`src/rtl/axi_dma_pkg.sv`:
```
// Shared definitions for the AXI4 read DMA: AXI encodings, constant AR fields
// and the read-FSM state type.
package axi_dma_pkg;

  localparam logic [2:0] SIZE_1B = 3'b000;
  localparam logic [2:0] SIZE_2B = 3'b001;
  localparam logic [2:0] SIZE_4B = 3'b010;
  localparam logic [2:0] SIZE_8B = 3'b011;

  localparam logic [1:0] RESP_OKAY   = 2'b00;
  localparam logic [1:0] RESP_EXOKAY = 2'b01;
  localparam logic [1:0] RESP_SLVERR = 2'b10;
  localparam logic [1:0] RESP_DECERR = 2'b11;

  localparam logic [1:0] AR_BURST_INCR = 2'b01;
  localparam logic [1:0] AR_LOCK_VAL   = 2'b00;
  localparam logic [3:0] AR_CACHE_VAL  = 4'b0000;
  localparam logic [2:0] AR_PROT_VAL   = 3'b000;
  localparam logic [3:0] AR_QOS_VAL    = 4'b1111;
  localparam logic [3:0] AR_REGION_VAL = 4'b0000;
  localparam logic [3:0] AR_USER_VAL   = 4'b0000;

  typedef enum logic [1:0] {
    RD_IDLE  = 2'd0,
    RD_PRE   = 2'd1,
    RD_START = 2'd2,
    RD_SEQ   = 2'd3
  } rd_state_e;

endpackage

```
`src/rtl/axi_dma_rd_if.sv`:
```
// AXI4 read-channel bundle (AR + R) between the read DMA (master) and DRAM
// port (slave).
interface axi_dma_rd_if #(
  parameter int AXI_WIDTH_ID = 4,
  parameter int AXI_WIDTH_AD = 32,
  parameter int AXI_WIDTH_DA = 32
) ();

  logic                    M_ARVALID;
  logic                    M_ARREADY;
  logic [AXI_WIDTH_AD-1:0] M_ARADDR;
  logic [AXI_WIDTH_ID-1:0] M_ARID;
  logic [7:0]              M_ARLEN;
  logic [2:0]              M_ARSIZE;
  logic [1:0]              M_ARBURST;
  logic [1:0]              M_ARLOCK;
  logic [3:0]              M_ARCACHE;
  logic [2:0]              M_ARPROT;
  logic [3:0]              M_ARQOS;
  logic [3:0]              M_ARREGION;
  logic [3:0]              M_ARUSER;

  logic                    M_RVALID;
  logic                    M_RREADY;
  logic [AXI_WIDTH_DA-1:0] M_RDATA;
  logic [1:0]              M_RRESP;
  logic                    M_RLAST;
  logic [AXI_WIDTH_ID-1:0] M_RID;
  logic                    M_RUSER;

  modport master (
    output M_ARVALID, M_ARADDR, M_ARID, M_ARLEN, M_ARSIZE, M_ARBURST,
           M_ARLOCK, M_ARCACHE, M_ARPROT, M_ARQOS, M_ARREGION, M_ARUSER,
           M_RREADY,
    input  M_ARREADY, M_RVALID, M_RDATA, M_RRESP, M_RLAST, M_RID, M_RUSER
  );

  modport slave (
    input  M_ARVALID, M_ARADDR, M_ARID, M_ARLEN, M_ARSIZE, M_ARBURST,
           M_ARLOCK, M_ARCACHE, M_ARPROT, M_ARQOS, M_ARREGION, M_ARUSER,
           M_RREADY,
    output M_ARREADY, M_RVALID, M_RDATA, M_RRESP, M_RLAST, M_RID, M_RUSER
  );

endinterface

```
`src/rtl/axi_dma_rd_skid.sv`:
```
// Two-entry registered FIFO decoupling the AXI R channel from the buffer
// write port; full and valid come straight from the occupancy register.
module axi_dma_rd_skid #(
  parameter int WIDTH = 32
) (
  input  logic             clk,
  input  logic             rst,
  input  logic             push,
  input  logic [WIDTH-1:0] push_data,
  output logic             full,
  input  logic             pop,
  output logic             valid,
  output logic [WIDTH-1:0] pop_data
);

  logic [WIDTH-1:0] mem_q [2];
  logic [WIDTH-1:0] mem_d [2];
  logic             wr_ptr_q, wr_ptr_d;
  logic             rd_ptr_q, rd_ptr_d;
  logic [1:0]       count_q, count_d;
  logic             do_push, do_pop;

  // A push while full is accepted when the head leaves in the same cycle.
  always_comb begin
    do_pop   = pop && (count_q != 2'd0);
    do_push  = push && ((count_q != 2'd2) || do_pop);
    mem_d    = mem_q;
    wr_ptr_d = wr_ptr_q;
    rd_ptr_d = rd_ptr_q;
    count_d  = count_q;
    if (do_push) begin
      mem_d[wr_ptr_q] = push_data;
      wr_ptr_d        = ~wr_ptr_q;
    end
    if (do_pop) begin
      rd_ptr_d = ~rd_ptr_q;
    end
    case ({do_push, do_pop})
      2'b10:   count_d = count_q + 2'd1;
      2'b01:   count_d = count_q - 2'd1;
      default: count_d = count_q;
    endcase
  end

  always_ff @(posedge clk or posedge rst) begin
    if (rst) begin
      mem_q[0] <= '0;
      mem_q[1] <= '0;
      wr_ptr_q <= 1'b0;
      rd_ptr_q <= 1'b0;
      count_q  <= 2'd0;
    end else begin
      mem_q    <= mem_d;
      wr_ptr_q <= wr_ptr_d;
      rd_ptr_q <= rd_ptr_d;
      count_q  <= count_d;
    end
  end

  assign full     = (count_q == 2'd2);
  assign valid    = (count_q != 2'd0);
  assign pop_data = mem_q[rd_ptr_q];

endmodule

```
`src/rtl/axi_dma_rd.sv`:
```
// AXI4 read-master DMA: single outstanding INCR burst, one 32-bit word per beat
// into the buffer. Optional RLAST checking under AXI_DMA_RD_LAST_CHK_EN.
module axi_dma_rd
  import axi_dma_pkg::*;
#(
  parameter int BITS_TRANS       = 18,
  parameter int AXI_WIDTH_ID     = 4,
  parameter int AXI_WIDTH_AD     = 32,
  parameter int AXI_WIDTH_DA     = 32,
  parameter int FIXED_BURST_SIZE = 256
) (
  input  logic                    clk,
  input  logic                    rst,
  axi_dma_rd_if.master            m_axi,
  input  logic                    start_dma,
  input  logic [BITS_TRANS-1:0]   num_trans,
  input  logic [AXI_WIDTH_AD-1:0] start_addr,
  output logic [AXI_WIDTH_DA-1:0] outdata,
  output logic                    outdata_valid,
  input  logic                    outdata_rdy,
  output logic                    busy_o,
  output logic                    done_o,
`ifdef AXI_DMA_RD_LAST_CHK_EN
  output logic                    last_err,
`endif
  output logic                    fail_check
);

  localparam logic [BITS_TRANS-1:0] BURST_MAX = BITS_TRANS'(FIXED_BURST_SIZE);

  rd_state_e               state_q, state_d;
  logic [BITS_TRANS-1:0]   num_trans_q, num_trans_d;
  logic [BITS_TRANS-1:0]   beats_issued_q, beats_issued_d;
  logic [AXI_WIDTH_AD-1:0] addr_q, addr_d;
  logic [7:0]              len_q, len_d;
  logic [7:0]              beat_cnt_q, beat_cnt_d;
  logic                    busy_q, busy_d;
  logic                    done_q, done_d;

  logic                    skid_full, skid_valid;
  logic                    rready, r_hs, burst_last, bad_resp;
  logic [BITS_TRANS-1:0]   remaining;
  logic [8:0]              burst_beats;

  assign rready      = (state_q == RD_SEQ) && !skid_full;
  assign r_hs        = m_axi.M_RVALID && rready;
  assign burst_last  = (beat_cnt_q == len_q);
  assign remaining   = num_trans_q - beats_issued_q;
  assign burst_beats = {1'b0, len_q} + 9'd1;
  assign bad_resp    = r_hs && (m_axi.M_RRESP != RESP_OKAY);

  // Job sequencing: size the next burst, issue AR, count beats, then repeat.
  always_comb begin
    state_d        = state_q;
    num_trans_d    = num_trans_q;
    beats_issued_d = beats_issued_q;
    addr_d         = addr_q;
    len_d          = len_q;
    beat_cnt_d     = beat_cnt_q;
    busy_d         = busy_q;
    done_d         = 1'b0;
    case (state_q)
      RD_IDLE: begin
        if (start_dma) begin
          num_trans_d    = num_trans;
          addr_d         = start_addr;
          beats_issued_d = '0;
          beat_cnt_d     = 8'd0;
          busy_d         = 1'b1;
          state_d        = RD_PRE;
        end
      end
      RD_PRE: begin
        if (remaining == '0) begin
          if (!skid_valid) begin
            done_d  = 1'b1;
            busy_d  = 1'b0;
            state_d = RD_IDLE;
          end
        end else begin
          len_d   = (remaining >= BURST_MAX) ? 8'(FIXED_BURST_SIZE - 1)
                                             : 8'(remaining - BITS_TRANS'(1));
          state_d = RD_START;
        end
      end
      RD_START: begin
        if (m_axi.M_ARREADY) begin
          state_d = RD_SEQ;
        end
      end
      RD_SEQ: begin
        if (r_hs) begin
          if (burst_last) begin
            addr_d         = addr_q + (AXI_WIDTH_AD'(burst_beats) << 2);
            beats_issued_d = beats_issued_q + BITS_TRANS'(burst_beats);
            beat_cnt_d     = 8'd0;
            state_d        = RD_PRE;
          end else begin
            beat_cnt_d = beat_cnt_q + 8'd1;
          end
        end
      end
      default: state_d = RD_IDLE;
    endcase
  end

  always_ff @(posedge clk or posedge rst) begin
    if (rst) begin
      state_q        <= RD_IDLE;
      num_trans_q    <= '0;
      beats_issued_q <= '0;
      addr_q         <= '0;
      len_q          <= 8'd0;
      beat_cnt_q     <= 8'd0;
      busy_q         <= 1'b0;
      done_q         <= 1'b0;
    end else begin
      state_q        <= state_d;
      num_trans_q    <= num_trans_d;
      beats_issued_q <= beats_issued_d;
      addr_q         <= addr_d;
      len_q          <= len_d;
      beat_cnt_q     <= beat_cnt_d;
      busy_q         <= busy_d;
      done_q         <= done_d;
    end
  end

`ifdef AXI_DMA_RD_LAST_CHK_EN
  logic last_mis;
  logic last_err_q, last_err_d;

  // RLAST is only cross-checked; beat counting never follows it.
  always_comb begin
    last_mis   = r_hs && (m_axi.M_RLAST != burst_last);
    last_err_d = last_err_q;
    if ((state_q == RD_IDLE) && start_dma) begin
      last_err_d = 1'b0;
    end else if (last_mis) begin
      last_err_d = 1'b1;
    end
  end

  always_ff @(posedge clk or posedge rst) begin
    if (rst) begin
      last_err_q <= 1'b0;
    end else begin
      last_err_q <= last_err_d;
    end
  end

  assign last_err   = last_err_q;
  assign fail_check = bad_resp || last_mis;

  logic unused_r_fields;
  assign unused_r_fields = ^{m_axi.M_RID, m_axi.M_RUSER};
`else
  assign fail_check = bad_resp;

  logic unused_r_fields;
  assign unused_r_fields = ^{m_axi.M_RID, m_axi.M_RUSER, m_axi.M_RLAST};
`endif

  axi_dma_rd_skid #(
    .WIDTH (AXI_WIDTH_DA)
  ) u_skid (
    .clk       (clk),
    .rst       (rst),
    .push      (r_hs),
    .push_data (m_axi.M_RDATA),
    .full      (skid_full),
    .pop       (outdata_rdy),
    .valid     (skid_valid),
    .pop_data  (outdata)
  );

  assign outdata_valid = skid_valid;
  assign busy_o        = busy_q;
  assign done_o        = done_q;

  assign m_axi.M_ARVALID  = (state_q == RD_START);
  assign m_axi.M_ARADDR   = addr_q;
  assign m_axi.M_ARLEN    = len_q;
  assign m_axi.M_ARID     = '0;
  assign m_axi.M_ARSIZE   = (state_q == RD_START) ? SIZE_4B : 3'b000;
  assign m_axi.M_ARBURST  = AR_BURST_INCR;
  assign m_axi.M_ARLOCK   = AR_LOCK_VAL;
  assign m_axi.M_ARCACHE  = AR_CACHE_VAL;
  assign m_axi.M_ARPROT   = AR_PROT_VAL;
  assign m_axi.M_ARQOS    = AR_QOS_VAL;
  assign m_axi.M_ARREGION = AR_REGION_VAL;
  assign m_axi.M_ARUSER   = AR_USER_VAL;
  assign m_axi.M_RREADY   = rready;

endmodule
```
`src/flat_wrapper.sv`:
```
// flat-port wrapper written by rule: the top's interface ports become plain ports
module axi_dma_rd_flat import axi_dma_pkg::*;
#(
  parameter int BITS_TRANS       = 18,
  parameter int AXI_WIDTH_ID     = 4,
  parameter int AXI_WIDTH_AD     = 32,
  parameter int AXI_WIDTH_DA     = 32,
  parameter int FIXED_BURST_SIZE = 256
)
  (clk, rst, start_dma, num_trans, start_addr, outdata, outdata_valid, outdata_rdy, busy_o, done_o, fail_check, m_axi_M_ARVALID, m_axi_M_ARADDR, m_axi_M_ARID, m_axi_M_ARLEN, m_axi_M_ARSIZE, m_axi_M_ARBURST, m_axi_M_ARLOCK, m_axi_M_ARCACHE, m_axi_M_ARPROT, m_axi_M_ARQOS, m_axi_M_ARREGION, m_axi_M_ARUSER, m_axi_M_RREADY, m_axi_M_ARREADY, m_axi_M_RVALID, m_axi_M_RDATA, m_axi_M_RRESP, m_axi_M_RLAST, m_axi_M_RID, m_axi_M_RUSER);
  axi_dma_rd_if #(.AXI_WIDTH_ID(AXI_WIDTH_ID), .AXI_WIDTH_AD(AXI_WIDTH_AD), .AXI_WIDTH_DA(AXI_WIDTH_DA)) m_axi_i ();
  input  logic clk;
  input  logic rst;
  input  logic start_dma;
  input  logic [BITS_TRANS-1:0] num_trans;
  input  logic [AXI_WIDTH_AD-1:0] start_addr;
  output logic [AXI_WIDTH_DA-1:0] outdata;
  output logic outdata_valid;
  input  logic outdata_rdy;
  output logic busy_o;
  output logic done_o;
  output logic fail_check;
  output wire logic [$bits(m_axi_i.M_ARVALID)-1:0] m_axi_M_ARVALID;
  output wire logic [$bits(m_axi_i.M_ARADDR)-1:0] m_axi_M_ARADDR;
  output wire logic [$bits(m_axi_i.M_ARID)-1:0] m_axi_M_ARID;
  output wire logic [$bits(m_axi_i.M_ARLEN)-1:0] m_axi_M_ARLEN;
  output wire logic [$bits(m_axi_i.M_ARSIZE)-1:0] m_axi_M_ARSIZE;
  output wire logic [$bits(m_axi_i.M_ARBURST)-1:0] m_axi_M_ARBURST;
  output wire logic [$bits(m_axi_i.M_ARLOCK)-1:0] m_axi_M_ARLOCK;
  output wire logic [$bits(m_axi_i.M_ARCACHE)-1:0] m_axi_M_ARCACHE;
  output wire logic [$bits(m_axi_i.M_ARPROT)-1:0] m_axi_M_ARPROT;
  output wire logic [$bits(m_axi_i.M_ARQOS)-1:0] m_axi_M_ARQOS;
  output wire logic [$bits(m_axi_i.M_ARREGION)-1:0] m_axi_M_ARREGION;
  output wire logic [$bits(m_axi_i.M_ARUSER)-1:0] m_axi_M_ARUSER;
  output wire logic [$bits(m_axi_i.M_RREADY)-1:0] m_axi_M_RREADY;
  input wire logic [$bits(m_axi_i.M_ARREADY)-1:0] m_axi_M_ARREADY;
  input wire logic [$bits(m_axi_i.M_RVALID)-1:0] m_axi_M_RVALID;
  input wire logic [$bits(m_axi_i.M_RDATA)-1:0] m_axi_M_RDATA;
  input wire logic [$bits(m_axi_i.M_RRESP)-1:0] m_axi_M_RRESP;
  input wire logic [$bits(m_axi_i.M_RLAST)-1:0] m_axi_M_RLAST;
  input wire logic [$bits(m_axi_i.M_RID)-1:0] m_axi_M_RID;
  input wire logic [$bits(m_axi_i.M_RUSER)-1:0] m_axi_M_RUSER;
  assign m_axi_M_ARVALID = m_axi_i.M_ARVALID;
  assign m_axi_M_ARADDR = m_axi_i.M_ARADDR;
  assign m_axi_M_ARID = m_axi_i.M_ARID;
  assign m_axi_M_ARLEN = m_axi_i.M_ARLEN;
  assign m_axi_M_ARSIZE = m_axi_i.M_ARSIZE;
  assign m_axi_M_ARBURST = m_axi_i.M_ARBURST;
  assign m_axi_M_ARLOCK = m_axi_i.M_ARLOCK;
  assign m_axi_M_ARCACHE = m_axi_i.M_ARCACHE;
  assign m_axi_M_ARPROT = m_axi_i.M_ARPROT;
  assign m_axi_M_ARQOS = m_axi_i.M_ARQOS;
  assign m_axi_M_ARREGION = m_axi_i.M_ARREGION;
  assign m_axi_M_ARUSER = m_axi_i.M_ARUSER;
  assign m_axi_M_RREADY = m_axi_i.M_RREADY;
  assign m_axi_i.M_ARREADY = m_axi_M_ARREADY;
  assign m_axi_i.M_RVALID = m_axi_M_RVALID;
  assign m_axi_i.M_RDATA = m_axi_M_RDATA;
  assign m_axi_i.M_RRESP = m_axi_M_RRESP;
  assign m_axi_i.M_RLAST = m_axi_M_RLAST;
  assign m_axi_i.M_RID = m_axi_M_RID;
  assign m_axi_i.M_RUSER = m_axi_M_RUSER;
  axi_dma_rd #(.BITS_TRANS(BITS_TRANS), .AXI_WIDTH_ID(AXI_WIDTH_ID), .AXI_WIDTH_AD(AXI_WIDTH_AD), .AXI_WIDTH_DA(AXI_WIDTH_DA), .FIXED_BURST_SIZE(FIXED_BURST_SIZE)) u_core (.clk(clk), .rst(rst), .m_axi(m_axi_i), .start_dma(start_dma), .num_trans(num_trans), .start_addr(start_addr), .outdata(outdata), .outdata_valid(outdata_valid), .outdata_rdy(outdata_rdy), .busy_o(busy_o), .done_o(done_o), .fail_check(fail_check));
endmodule
```
`config.mk`:
```
export PLATFORM = sky130hd
export DESIGN_NAME = axi_dma_rd_flat
export DESIGN_NICKNAME = d
export VERILOG_FILES = /design/src/rtl/axi_dma_pkg.sv /design/src/rtl/axi_dma_rd_if.sv /design/src/rtl/axi_dma_rd_skid.sv /design/src/rtl/axi_dma_rd.sv /design/src/flat_wrapper.sv
export SDC_FILE = /design/constraint.sdc
export NUM_CORES = 1
export LEC_CHECK = 0
export CAP_MARGIN = 10
export CORE_ASPECT_RATIO = 0.8
export CORE_MARGIN = 3
export CORE_UTILIZATION = 55
export DETAILED_ROUTE_END_ITERATION = 16
export PLACE_DENSITY_LB_ADDON = 0.3
export RECOVER_POWER = 100
export SYNTH_ARGS = -nofsm -noshare
export SYNTH_HDL_FRONTEND = slang
export SYNTH_HIERARCHICAL = 1
export SYNTH_SLANG_ARGS = --single-unit
```
`constraint.sdc`:
```
create_clock -name clk -period 8 [get_ports clk]
set_input_delay 0.8 -clock clk [delete_from_list [all_inputs] [get_ports clk]]
set_output_delay 0.8 -clock clk [all_outputs]
set_load 0.005 [all_outputs]
```
# --- Word level (Yosys, flattened, before mapping) ---
# Index checks and enable logic that the tools add are counted.
classes:
  n_addsub: 8
  n_eq_ne: 15
  order_cmp: 4
  bitwise_logic: 5
  reduce_logical: 21
  n_mux: 35
ops:
  columns: ["op", "n"]
  rows:
  - ["32-bit two-way mux", 7]
  - ["64-bit bitwise mux", 1]
  - ["32-bit one-hot mux with 2 select lines", 1]
  - ["18-bit two-way mux", 3]
  - ["18-bit one-hot mux with 2 select lines", 1]
  - ["32-bit by 11-bit adder with 32-bit output", 1]
  - ["32-bit demux with 1-bit select", 1]
  - ["8-bit two-way mux", 4]
  - ["18-bit by 9-bit adder with 18-bit output", 1]
  - ["18-bit by 9-bit greater-or-equal comparator with 1-bit output, second input constant", 1]
  - ["18-bit logical NOT", 1]
  - ["18-bit subtractor", 1]
  - ["8-bit one-hot mux with 2 select lines", 1]
  - ["2-bit two-way mux", 7]
  - ["2-bit nonzero test", 5]
  - ["8-bit by 1-bit adder with 9-bit output, second input constant", 1]
  - ["8-bit by 1-bit adder with 8-bit output, second input constant", 1]
  - ["2-bit equality test, second input constant", 4]
  - ["8-bit equality test", 1]
  - ["2-bit by 1-bit inequality test with 1-bit output, second input constant", 4]
  - ["2-bit one-hot mux with 4 select lines", 1]
  - ["4-bit AND reduction", 2]
  - ["8-bit by 1-bit subtractor with 8-bit output, second input constant", 1]
  - ["1-bit logical AND", 6]
  - ["other kinds (18)", 31]
totals:
  output_inout_bits: 108
  input_bits: 96
  register_bits: 156
  elab_cells: 101

# --- Logic depth before layout (Yosys ltp) ---
# Gate-level depths: netlist (run 1).
logic_depth:
  ltp_word: 7
  depth_mapped: 15
  ltp_nobuf: 14

# --- Hierarchy ---
# Netlist (run 1), hierarchy kept.
modules_own_cells:
  columns: ["mod", "area_each_um2", "instances", "cells_per_inst", "seq_area_each_um2"]
  rows:
  - ["axi_dma_rd", 6537.5, 1, 765, 2202.1]
  - ["axi_dma_rd_skid", 3005.4, 1, 190, 1701.6]

# --- Worst setup path before layout (run 1) ---
# No wires, ideal clock.
synth_timing:
  path_kind: "reg-to-reg"
  from: "register u_core.num_trans_q[0]"
  to: "register u_core.done_q, in the netlist u_core/done_o"
  required_ns: 7.919
  arrival_time_ns: 3.247
  setup_ns: 0.081
  setup_slack_ns: 4.672
  path_stages_with_launch: 13
  n_path_buf: 0
  synth_period_minus_slack_ns: 3.328
  path_cell_list: "dfrtp_1 > inv_1 > ha_1 > inv_1 > fa_1 > a211oi_1 > or2_1 > a211o_1 > mux2i_1 > or4_4 > or4b_1 > or4b_1 > nor3b_2"
synth_between:
  elab_chain_len: 4
synth_lines:
  columns: ["element", "line", "rtl"]
  rows:
  - ["from (decl)", "axi_dma_rd.sv:32", "logic [BITS_TRANS-1:0] num_trans_q, num_trans_d;"]
  - ["from (signal assigned)", "axi_dma_rd.sv:119", "num_trans_q <= num_trans_d;"]
  - ["18-bit subtractor", "axi_dma_rd.sv:48", "assign remaining = num_trans_q - beats_issued_q;"]
  - ["18-bit logical NOT", "axi_dma_rd.sv:74", "if (remaining == '0) begin"]
  - ["1-bit two-way mux", "axi_dma_rd.sv:74", null]
  - ["1-bit two-way mux", "axi_dma_rd.sv:62", "case (state_q)"]
  - ["named net u_core.done_d", "axi_dma_rd.sv:38", "logic done_q, done_d;"]
  - ["to (signal assigned)", "axi_dma_rd.sv:125", "done_q <= done_d;"]
  - ["to (decl)", "axi_dma_rd.sv:38", null]
# The timed path passes the listed nets, and every way through them passes these cells.
# A chain may end at the register's enable or synchronous reset.

# --- Final worst setup path (run 1) ---
layout_timing:
  from: "register u_core.state_q[0]"
  to: "register u_core.beats_issued_q[14]"
layout_between:
  elab_chain_len: 5
  word_cells_on_any_way: 10
  classes_between: "4 x eq/ne; 1 x mux; 5 x reduce/logical"
layout_lines:
  columns: ["element", "line", "rtl"]
  rows:
  - ["from (decl)", "axi_dma_rd.sv:31", "rd_state_e state_q, state_d;"]
  - ["from (signal assigned)", "axi_dma_rd.sv:118", "state_q <= state_d;"]
  - ["2-bit equality test", "axi_dma_rd.sv:45", "assign rready = (state_q == RD_SEQ) && !skid_full;"]
  - ["1-bit logical AND", "axi_dma_rd.sv:45", null]
  - ["1-bit logical AND", "axi_dma_rd.sv:46", "assign r_hs = m_axi.M_RVALID && rready;"]
  - ["named net u_core.r_hs", "axi_dma_rd.sv:41", "logic rready, r_hs, burst_last, bad_resp;"]
  - ["2-bit by 1-bit inequality test with 1-bit output (no source line)", null, null]
  - ["4-bit AND reduction (no source line)", null, null]
  - ["to (signal assigned)", "axi_dma_rd.sv:120", "beats_issued_q <= beats_issued_d;"]
  - ["to (decl)", "axi_dma_rd.sv:33", "logic [BITS_TRANS-1:0] beats_issued_q, beats_issued_d;"]
# The timed path passes the listed nets, and every way through them passes these cells.

==> metrics.md, run 1 <==
| Metric | Value |
|---|---|
| Outcome | finished, violations left |
| Violated checks | max-capacitance violations, max-slew violations |
| Die Height | 124 um |
| Sw frac | 40.9% |
| Startpoint Class | flop |
| Synthesized instance count | between 900 and 1000 |
| Port Buffer Count | about 170 |
| Worst R2R Start | u_core/state_q[0] |
| Max_cap viols | 6 |
| WL/cell | between 15 and 20 um |
| Initial drt markers | between 500 and 600 |
| Area share of the largest cell type after synthesis | approximately 41% |
| Sequential share of power | around 29% |
| Worst slew pin tran | around 2.7 ns |
| Post_cts resized | 0 |
| Setup Buffers After CTS | 0 |
| Filler instances | approximately 1200 |
| CTS root buf | clkbuf_16 |
| Drt first pass iters | 5 |
| Post-DP HPWL | between 15000 and 20000 um |
| Power share of the combinational group | 53.4% |
| I/O pin cnt | slightly above 200 |
| Hold_sp | u_core/u_skid/mem_q[27] |
| Yosys warnings | 6 |
| Row count | 42 |
| Max-slew violation count | approximately 230 |
| Grt ovf | 0 |
| Hold Buf Count CTS | 0 |
| RSZ-0062 raised after global routing | false |
| Initial antenna violation count | 1 |
| Skew final | 0.00827 ns |
| Reg-to-reg setup timing slack | 2.35 ns |
| Die span in x | about 150 um |
| Worst slack, placed | between 3 and 4 ns |
| DR DRC count | 0 |
| Total CTS buffers | 17 |
| Vias | 7736 |
| Total internal power | roughly 2800 uW |
| Post-synth cell types | 64 |
| CORE AREA | around 17000 sq um |
| Yosys top cell by area | dfrtp_1 |
| Crit Path Category | flop to flop |
| Post-DRT Antenna Nets | 0 |
| TritonCTS clock tree | built |
| Worst vdd ir | between 0.15 and 0.2 mV |
| Avg Cell Area, Syn | ~10 sq um |
| P_leak | ~0.005 uW |
| Clock power share | between 10% and 20% |
| Power Density | about 400 nW/um^2 |
| Fin crit share | around 70% |
| Critical path required time | approximately 8.3 ns |
| Final setup TNS | 0 ns |
| Routed WL | approximately 24000 um |
| Final worst slack | 2.35 ns |
| Area Growth Syn to Fin | 23.9% |
| FF+latch count, synth | 156 |
| Final Setup Violations | 0 |
| GRT Overall Usage | between 20% and 30% |
| Nets@finish | ~1300 |
| CP Data Arrival Time | 5.94 ns |
| Tmin final | 5.65 ns |
| Bufs on Longest Clock Path | 2 |
| Endpoint class of the critical path | flop |
| Crit path max fanout | 32 |
| Async S/R FF share, synth | 100% |
| Vias/cell | approximately 5.8 |
| Post-Syn Area | 9540 sq um |
| H-tree Lvls | 4 |
| Hold Vio Cnt, Final | 0 |
| Post-synth EDFFs | 0 |
| Initial Utilization | between 50% and 60% |
| First-pass GRT wire length | a little under 40000 um |
| Layout cell share with drive strength beyond 1 | a little over an eighth |
| Hold crit path type | flop to flop |
| TritonCTS Sinks | ~160 |
| Post-synthesis sequential area ratio | 40.9% |
| Reg clk slew, reported paths | about 0.070 ns |
| Worst hold slack | a little under 0.5 ns |
| Die area | 19000 sq um |
| Largest net degree at the start of global routing | 49 |
| Vias in the first global route | approximately 7400 |
| Leading post-synthesis cells by cell area | dfrtp_1, mux2_2, ha_1, xnor2_1, nand2_1 |
| Peak Freq | around 0.18 GHz |
| Placer Congestion | between 0.8 and 0.9 |
| Slew Limit Headroom | -80.4% |
| Critical Path Start | u_core/state_q[0] |
| Worst skew pair latency | approximately 0.43 ns |
| Sw Pwr | about 1900 uW |
| Primary FF master, synth | dfrtp_1 |
[state kept, by name, summed over array words and instances (netlist names)]
register and cells:
u_core/beat_cnt_q 8, u_core/state_q 2, u_core/u_skid/count_q 2, u_core/m_axi.M_ARADDR 32
u_core/u_skid/wr_ptr_q 1, u_core/u_skid/rd_ptr_q 1, u_core/num_trans_q 18, u_core/done_o 1
u_core/u_skid/mem_q 64, u_core/beats_issued_q 18, u_core/m_axi.M_ARLEN 8, u_core/busy_o 1
[layout by cell type, fill, tap and decap left out, drive strengths merged, types with 5 or more instances in the layout]
master / synthesis / routed
dfrtp: 156 / 156
mux2: 114 / 114
clkdlybuf4s50: 0 / 90
nand2: 83 / 83
dlygate4sd3: 0 / 78
a21oi: 65 / 65
o21ai: 55 / 55
inv: 47 / 53
nor2: 50 / 50
xnor2: 47 / 47
ha: 46 / 46
conb: 2 / 29
clkbuf: 24 / 25
nand3: 21 / 21
nor3: 17 / 17
o22ai: 16 / 16
a21o: 13 / 13
xor2: 13 / 13
mux2i: 12 / 12
and3: 11 / 11
nor2b: 11 / 11
o32ai: 9 / 9
nand2b: 8 / 8
nand4: 8 / 8
clkinv: 0 / 8
or2: 7 / 7
a211oi: 5 / 5
a31oi: 5 / 5
[cells in the mapped netlist, types with 12 or more instances]
master    count
nand3_1      21
o21ai_0      51
nand2_1      83
nor2_1       49
xnor2_1      47
xor2_1       13
a21oi_1      62
dfrtp_1     156
buf_4        31
clkbuf_1     24
mux2_2      102
inv_1        47
ha_1         46
a21o_1       13
mux2i_1      12
mux2_1       12
nor3_1       17
o22ai_1      16
[stage by stage]
step | total power [uW] | cells | instance area [sq um] | utilization [%]
2_1_floorplan | 3060 | 982 | 9640 | -
3_3_place_gp | 3870 | 1311 | 11300 | 67.1
3_5_place_dp | 3950 | 1311 | 11300 | 67.1
4_1_cts | 4810 | 1343 | 11900 | 70.8
5_1_grt | 5060 | 1344 | 11800 | 70.5
6_report | 4710 | 1344 | 11800 | 70.5
[worst max-delay path, stage by stage (launching register included)]
cell and delay, ns:
dfrtp_1 0.40, ha_1 0.16, clkbuf_1 1.23, inv_1 0.69, nor3_1 0.79, o21ai_0 0.21, clkbuf_1 0.34, nor2b_4 0.21
nand2_1 0.09, a2111oi_0 0.85, and3_1 0.29, xnor2_1 0.15, nor2_1 0.06
[layout make-up]
class	instances	area (sq um)	share of cell area, %
Timing Repair Buffer	178	1730	14.6
Multi-Input combinational cell	710	5120	43.3
Sequential cell	156	3900	33.0
Inverter	47	178	1.50
Tap cell	220	275	2.33
Clock inverter	15	191	1.62
Clock buffer	17	425	3.60
Antenna cell	1	2.50	0.0212
[cells by family after synthesis]
kind of cell,count (synthesis),share of synthesized area [%]
muxes,126,14.7
buffers and inverters,116,6.35
adders and majority gates,49,6.66
other,2,0.0787
xor gates and xnor gates,60,5.51
DFF,156,40.9
AOI/OAI and AO/OA,205,13.3
and+or+nand+nor,241,12.4
[layer usage]
layer	GRT usage [%]	share of wire, %	vias to the layer above
li1	-	-	3652
met1	36.2	46	3748
met2	37.1	44	294
met3	6.32	7.4	42
met4	9.18	2.5	0
met5	0	0	-
[final timing paths]
path / to / cells past startpoint
hold reg to reg: u_core/u_skid/mem_q[27] / 1
max in group asynchronous: u_core/m_axi.M_ARADDR[2] / 3
min in group asynchronous: u_core/u_skid/mem_q[45] / 2
hold / removal: u_core/u_skid/mem_q[27] / 1
setup reg to reg: u_core/beats_issued_q[14] / 12
setup / recovery: u_core/beats_issued_q[14] / 12
[power groups by stage]
stage	registers, uW	logic (uW)	clock network (uW)
after floorplan	1300	1750	0
after detailed placement	1380	2570	0
final	1370	2510	823
after CTS	1370	2600	835
after global routing	1410	2770	874
after global placement	1360	2510	0
(Power assumes the default switching activity.)
==> inputs of run 2 (changes only) <==
--- a/config.mk
+++ b/config.mk
@@ -8,7 +8,7 @@
 export CAP_MARGIN = 10
 export CORE_ASPECT_RATIO = 0.8
 export CORE_MARGIN = 3
-export CORE_UTILIZATION = 55
+export CORE_UTILIZATION = 47
 export DETAILED_ROUTE_END_ITERATION = 16
 export PLACE_DENSITY_LB_ADDON = 0.3
 export RECOVER_POWER = 100
==> constraint.sdc (replaced) <==
create_clock -name clk -period 4.6 [get_ports clk]
set_input_delay 0.46 -clock clk [delete_from_list [all_inputs] [get_ports clk]]
set_output_delay 0.46 -clock clk [all_outputs]
set_load 0.005 [all_outputs]
==> metrics.md, run 2 (same netlist as run 1, synthesis figures left out) <==
| Metric | Value |
|---|---|
| DR DRC count | 0 (unchanged) |
| Final setup TNS | 0 ns (unchanged) |
| Slowest stage delay, CP | 0.78 ns (-0.45 ns) |
| Max-slew violation count | 144 (-38%) |
| Vias | 7558 (-2.3%) |
| Most frequent cells in the layout | dfrtp_1, mux2_2, clkdlybuf4s50_1 |
| Power share of the combinational group | 53.2% (-0.2 points) |
| Worst slew pin tran | 1.92 ns (-0.783 ns) |
| First-pass GRT wire length | 39200 um (+2.0%) |
| Power Density | 687 nW/um^2 (+73%) |
| Violated checks | max-capacitance violations, max-slew violations |
| Startpoint Class | flop |
| Endpoint class of the critical path | flop |
| Sw Pwr | 3320 uW (+72%) |
| Routed WL | 24400 um (+1.4%) |
| Worst skew pair latency | 0.43 ns (about the same) |
| Die span in x | 165 um (+7.9%) |
| Initial antenna violation count | 1 (unchanged) |
| Largest net degree at the start of global routing | 50 (+2.0%) |
| I/O pin cnt | 204 (unchanged) |
| Port Buffer Count | 168 (unchanged) |
| GRT Overall Usage | 22.3% (-2.8 points) |
| P_leak | 0.00504 uW (-0.16%) |
| Multi-input gate area | 5100 sq um (-0.37%) |
| Most common cell after layout, fill and taps aside | dfrtp_1 |
| TritonCTS Sinks | 156 (unchanged) |
| Vias/cell | 5.46 (-5.1%) |
| Hold Buf Count CTS | 0 (unchanged) |
| Total internal power | 4830 uW (+74%) |
| Die Height | 133 um (+7.8%) |
| Area Growth Syn to Fin | 24.3% |
| TritonCTS clock tree | built |
| Hold crit path type | flop to flop |
| Critical path required time | 4.89 ns (-3.40 ns) |
| Worst hold slack | 0.478 ns (-0.00602 ns) |
| Grt ovf | 0 (unchanged) |
| Total CTS buffers | 17 (unchanged) |
| Tmin final | 4.05 ns (-1.60 ns) |
| Placer Congestion | 0.899 (about the same) |
| Fin util | 61.0% (-9.5 points) |
| Sequential share of power | 29.3% (+0.2 points) |
| Setup Buffers After CTS | 0 (unchanged) |
| Worst vdd ir | 0.268 mV (+42%) |
| CP delay by family, top | simple AND/OR/NAND/NOR gates |
| Slew Limit Headroom | -28.9% (+51 points) |
| Initial Utilization | 49.1% (-7.8 points) |
| Drt first pass iters | 5 (unchanged) |
| Slowest stage cell on the critical path | or4b_1 |
| Placed cell area | 11300 sq um (+0.49%) |
| CORE AREA | 19400 sq um (+16%) |
| Die area | 22100 sq um (+16%) |
| Crit path max fanout | 12 (-63%) |
| Max reg flops | 64 (unchanged) |
| Crit Path Category | flop to flop |
| Cell mode on critical path | a31oi_1 |
| Top reg by flops | u_core/u_skid/mem_q |
| Peak Freq | 0.247 GHz (+39%) |
| Filler instances | 1652 (+36%) |
| WL/cell | 17.6 um (-1.5%) |
| R2R cell count | 11 (-1) |
| Nets@finish | 1256 (+0.080%) |
| Final instance area | 11900 sq um (+0.29%) |
| Skew final | 0.0130 ns (+0.00472 ns) |
| Sw frac | 40.7% (-0.18 points) |
| Initial drt markers | 485 (-15%) |
| Layout cell share with drive strength beyond 1 | 13.3% (+0.17 points) |
| Clock power share | 17.5% (about the same) |
| Post_cts resized | 0 (unchanged) |
| Reg clk slew, reported paths | 0.07 ns (about the same) |
| H-tree Lvls | 4 (unchanged) |
| Hold path depth | 2 (+1) |
| Max_cap viols | 4 (-2) |
| Register area | 3900 sq um (unchanged) |
| Outcome | finished, violations left |
| Crit path buf inv count | 1 (-2) |
| Worst path cell trace | inv_1, ha_1, nor2b_1, o2111ai_1, a31oi_1, a21oi_2, xnor2_1, or4_1, or4b_1, nor2_1, a31oi_1 |
| CTS root buf | clkbuf_16 |
| Tot Pwr | 8140 uW (+73%) |
| CP Data Arrival Time | 4.34 ns (-1.60 ns) |
| Vias in the first global route | 7547 (+1.5%) |
| RSZ-0062 raised after global routing | false |
| Bufs on Longest Clock Path | 2 (unchanged) |
| Hold Vio Cnt, Final | 0 (unchanged) |
| Row count | 45 (+7.1%) |
| Post-DP HPWL | 17900 um (+3.1%) |
| Fin crit share | 88.1% (+17 points) |
| WP depth | 11 (-1) |
| Final Setup Violations | 0 (unchanged) |
| Post-DRT Antenna Nets | 0 (unchanged) |
## run 2: final timing paths
kind	slack, ns	startpoint	to
worst min-delay path	0.48	u_core/m_axi.M_ARADDR[0]	u_core/m_axi.M_ARADDR[0]
worst max-delay path	0.55	u_core/beats_issued_q[1]	u_core/busy_o
max in group asynchronous	1.44	rst	u_core/u_skid/mem_q[60]
worst max register to register	0.55	u_core/beats_issued_q[1]	u_core/busy_o
worst min register to register	0.48	u_core/m_axi.M_ARADDR[0]	u_core/m_axi.M_ARADDR[0]
min in group asynchronous	0.85	rst	u_core/u_skid/mem_q[42]
## run 2: per-layer routing
layer	GRT usage [%]	vias to the layer above	routed length (um)
li1	-	3662	-
met3	5.28	23	1570
met1	32.0	3653	11300
met2	33.9	220	11200
met4	6.00	0	298
met5	0	-	0
## run 2: final cells by class
type                       instances  share of cell area, %
tap                              258                   2.72
clock buffer                      17                   3.59
timing repair buffer             179                   14.6
multi-input combinational        710                   43.0
antenna                            1                 0.0211
inverter                          47                   1.50
clock inverter                    15                   1.64
sequential                       156                   32.9
## run 2: stage by stage
stage	worst slack, ns	std cells
2_1_floorplan	1.27	982
3_3_place_gp	0.800	1350
3_5_place_dp	0.748	1350
4_1_cts	0.723	1382
5_1_grt	0.224	1383
6_report	0.549	1383
## run 2: power groups by stage
stage | clock network (uW) | logic (uW) | registers (uW)
floorplan | 0 | 3050 | 2270
global placement | 0 | 4370 | 2380
detailed placement | 0 | 4480 | 2410
CTS | 1450 | 4510 | 2390
global route | 1510 | 4790 | 2460
finish | 1430 | 4330 | 2380
## run 2: worst min-delay path: stages, from the launching register on
cell and delay (ns):
dfrtp_1 0.34, nand2_1 0.04, o21ai_0 0.06
==> inputs of run 3 (changes only) <==
--- a/config.mk
+++ b/config.mk
@@ -14,5 +14,4 @@
 export RECOVER_POWER = 100
 export SYNTH_ARGS = -nofsm -noshare
 export SYNTH_HDL_FRONTEND = slang
-export SYNTH_HIERARCHICAL = 1
 export SYNTH_SLANG_ARGS = --single-unit
==> metrics.md, run 3 <==
| Metric | Value |
|---|---|
| Post-Synth Adder-Cell Area | 6.55% (-0.11 points) |
| Worst flop-to-flop path endpoint | u_core.m_axi.M_ARLEN[2] |
| I/O pin cnt | 204 (unchanged) |
| Placer Congestion | 0.901 (+0.20%) |
| Leading post-synthesis cells by cell area | dfrtp_1, mux2_2, ha_1, xor2_1, a21oi_1 |
| Tot Pwr | 7500 uW (-7.9%) |
| Yosys top cell by area | dfrtp_1 |
| Total CTS buffers | 17 (unchanged) |
| Outcome | finished, violations left |
| Post-synth EDFFs | 0 (unchanged) |
| Synth top cells by count | dfrtp_1, mux2_2, nand2_1 |
| Vias/cell | 5.60 (+2.4%) |
| Tmin final | 3.78 ns (-0.275 ns) |
| First-pass GRT wire length | 38400 um (-1.9%) |
| Layout cell share with drive strength beyond 1 | 15.7% (+2.5 points) |
| GRT Overall Usage | 21.7% (-0.56 points) |
| Worst slack, placed | 1.15 ns (+0.404 ns) |
| Post-synth cell types | 77 (+20%) |
| Critical path required time | 4.14 ns (-0.75 ns) |
| Crit path buf inv count | 2 (+1) |
| Initial antenna violation count | 0 (-1) |
| Final Setup Violations | 0 (unchanged) |
| Metal1 wirelength | 11100 um (-1.4%) |
| R2R cell count | 10 (-1) |
| H-tree Lvls | 4 (unchanged) |
| Drt first pass iters | 5 (unchanged) |
| Post-DRT Antenna Nets | 0 (unchanged) |
| Initial drt markers | 605 (+25%) |
| Final worst slack | 0.824 ns (+0.275 ns) |
| TritonCTS clock tree | built |
| Final instance area | 11800 sq um (-0.12%) |
| CORE AREA | 19400 sq um (unchanged) |
| DR DRC count | 0 (unchanged) |
| Worst R2R Start | u_core.beats_issued_q[1] |
| CP Data Arrival Time | 3.32 ns (-1.02 ns) |
| Peak Freq | 0.265 GHz (+7.3%) |
| Largest net degree at the start of global routing | 157 (+210%) |
| Reg-to-reg setup timing slack | 0.92 ns (+0.37 ns) |
| Worst slew pin tran | 2.13 ns (+0.209 ns) |
| Die Height | 133 um (-0.15%) |
| Area Growth Syn to Fin | 24.5% |
| Primary FF master, synth | dfrtp_1 |
| Post-synthesis compound-gate area fraction | 14.3% (+0.99 points) |
| CP delay by family, top | buffers and inverters |
| Hold_sp | u_core.m_axi.M_ARADDR[1] |
| Post-Synth XOR/XNOR Area | 5.62% (+0.11 points) |
| Most frequent cell after synthesis | dfrtp_1 |
| WL/cell | 17.5 um (-0.63%) |
| Post-DP HPWL | 17100 um (-4.6%) |
| Startpoint Class | flop |
| Hold Buf Count CTS | 0 (unchanged) |
| Bufs on Longest Clock Path | 2 (unchanged) |
| RSZ-0062 raised after global routing | false |
| Nets@finish | 1225 (-2.5%) |
| Crit path max fanout | 32 (+20) |
| Slowest stage cell on the critical path | clkbuf_1 |
| Worst path cell trace | ha_1, clkbuf_1, and2_0, nand2_1, nor2_1, dlygate4sd3_1 |
| Die area | 22000 sq um (-0.29%) |
| Slowest stage delay, CP | 1.05 ns (+0.27 ns) |
| Violated checks | max-capacitance violations, max-slew violations |
| Initial Utilization | 49.0% (-0.15 points) |
| Yosys warnings | 0 (-6) |
| Vias in the first global route | 7457 (-1.2%) |
| Post-synthesis sequential area ratio | 41.0% (+0.12 points) |
| Synth Area in Simple Gates | 12.0% (-0.44 points) |
| Final setup TNS | 0 ns (unchanged) |
| Most frequent cells in the layout | dfrtp_1, mux2_2, clkdlybuf4s50_1 |
| Hold Crit Endpoint | u_core.m_axi.M_ARADDR[1] |
| Setup Buffers After CTS | 0 (unchanged) |
| Most common cell after layout, fill and taps aside | dfrtp_1 |
| Endpoint class of the critical path | primary output |
| Placed cell area | 11300 sq um (about the same) |
| Power Density | 633 nW/um^2 (-7.8%) |
| Skew final | 0.0107 ns (-0.00232 ns) |
| FF+latch count, synth | 156 (unchanged) |
| Max-slew violation count | 157 (+9.0%) |
| Port Buffer Count | 168 (unchanged) |
| Routed WL | 23700 um (-2.9%) |
| Die span in x | 165 um (-0.15%) |
| Largest family of logic cells by synthesized area | compound AO/OA/AOI/OAI gates |
| Async S/R FF share, synth | 100% (unchanged) |
| Row count | 45 (unchanged) |
| Crit Path Category | flop to primary output |
| Worst skew pair latency | 0.43 ns (about the same) |
| P_leak | 0.00511 uW (+1.4%) |
| Slew Limit Headroom | -42.1% (-13 points) |
| Hold crit path type | flop to flop |
| Avg Cell Area, Syn | 10.3 sq um (+3.3%) |
| Max_cap viols | 1 (-3) |
| Worst vdd ir | 0.306 mV (+14%) |
| Area share of the largest cell type after synthesis | 41.0% (+0.12 points) |
| ANT cells | 0 (-1) |
| Wire length on met2 | 10600 um (-5.3%) |
| Synthesized instance count | 922 (-3.5%) |
| TritonCTS Sinks | 156 (unchanged) |
| Post_cts resized | 0 (unchanged) |
| Reg clk slew, reported paths | 0.06 ns (about the same) |
| Post-synthesis mux area share | 14.2% (-0.48 points) |
| Top Metal Used | met4 |
| Max reg flops | 64 (unchanged) |
| CTS root buf | clkbuf_16 |
| Filler instances | 1656 (+0.24%) |
| Post-Syn Area | 9510 sq um (-0.30%) |
| Hold path depth | 2 (unchanged) |
| Vias | 7563 (+0.066%) |
| Top reg by flops | u_core.u_skid.mem_q |
| Routed wl met3 | 1650 um (+5.4%) |
| Fin crit share | 82.1% (-6.0 points) |
| Grt ovf | 0 (unchanged) |
| Hold Vio Cnt, Final | 0 (unchanged) |
run 3: changes by cell type after synthesis, moves of 10 or more:
cell,before,now
xor2_1,13,32
o21ai_0,51,39
nand2_1,83,56
a21oi_1,62,52
mux2_1,12,0
mux2_2,102,114
xnor2_1,47,29
run 3: cell families after synthesis:
kind of cell,after synthesis
AO/OA/AOI/OAI,200
XOR/XNOR,61
adder cells (fa/ha/maj),48
buffers and inverters,113
flip-flops,156
multiplexers,121
other,2
AND/OR/NAND/NOR,221
run 3: per-stage QoR:
step	hold slack [ns]	cells	util, %
after floorplan	0.461	949	-
after global placement	0.463	1320	58.2
after detailed placement	0.469	1320	58.2
after CTS	0.484	1351	61.3
after global routing	0.515	1351	61.0
final	0.472	1351	61.0
run 3: worst register-to-register path, cell delays in order (launching register included):
cell       delay [ns]
dfrtp_1          0.36
inv_1            0.15
ha_1             0.31
nor2b_1          0.23
o2111ai_1        0.21
a211oi_2         0.48
a21oi_1          0.18
nor3b_1          0.36
o2111ai_4        0.24
o31ai_1          0.78
a22oi_1          0.21
run 3: how the worst max path moves through the flow:
stage	startpoint	end	depth (start not counted)
after global routing	u_core.beats_issued_q[0]	u_core.m_axi.M_ARLEN[2]	11
final	u_core.state_q[0]	fail_check	6
after global placement	u_core.m_axi.M_ARLEN[0]	u_core.m_axi.M_ARADDR[24]	13
after detailed placement	u_core.m_axi.M_ARLEN[0]	u_core.m_axi.M_ARADDR[24]	13
after CTS	u_core.m_axi.M_ARLEN[0]	u_core.m_axi.M_ARADDR[24]	13
after floorplan	u_core.beats_issued_q[1]	u_core.state_q[1]	9
run 3: layer usage:
layer,GRT usage (%),vias up
li1,-,3591
met1,32.1,3703
met2,33.3,248
met3,3.61,21
met4,5.36,0
met5,0,-
run 3: report_power, final:
| part | switching, uW | total, uW | internal (uW) |
|---|---|---|---|
| registers | 399 | 2280 | 1880 |
| clock network | 622 | 1430 | 810 |
| logic | 1920 | 3790 | 1870 |
| total | 2940 | 7500 | 4560 |
run 3: cell type report:
cell class              instances  area (sq um)  share of cell area, %
clock buffers                  17           425                   3.59
inverters                      48           184                   1.55
repair buffers                178          1740                   14.7
flip-flops and latches        156          3900                   33.0
multi-input cells             680          5110                   43.1
clock inverters                14           161                   1.36
well taps                     258           323                   2.73
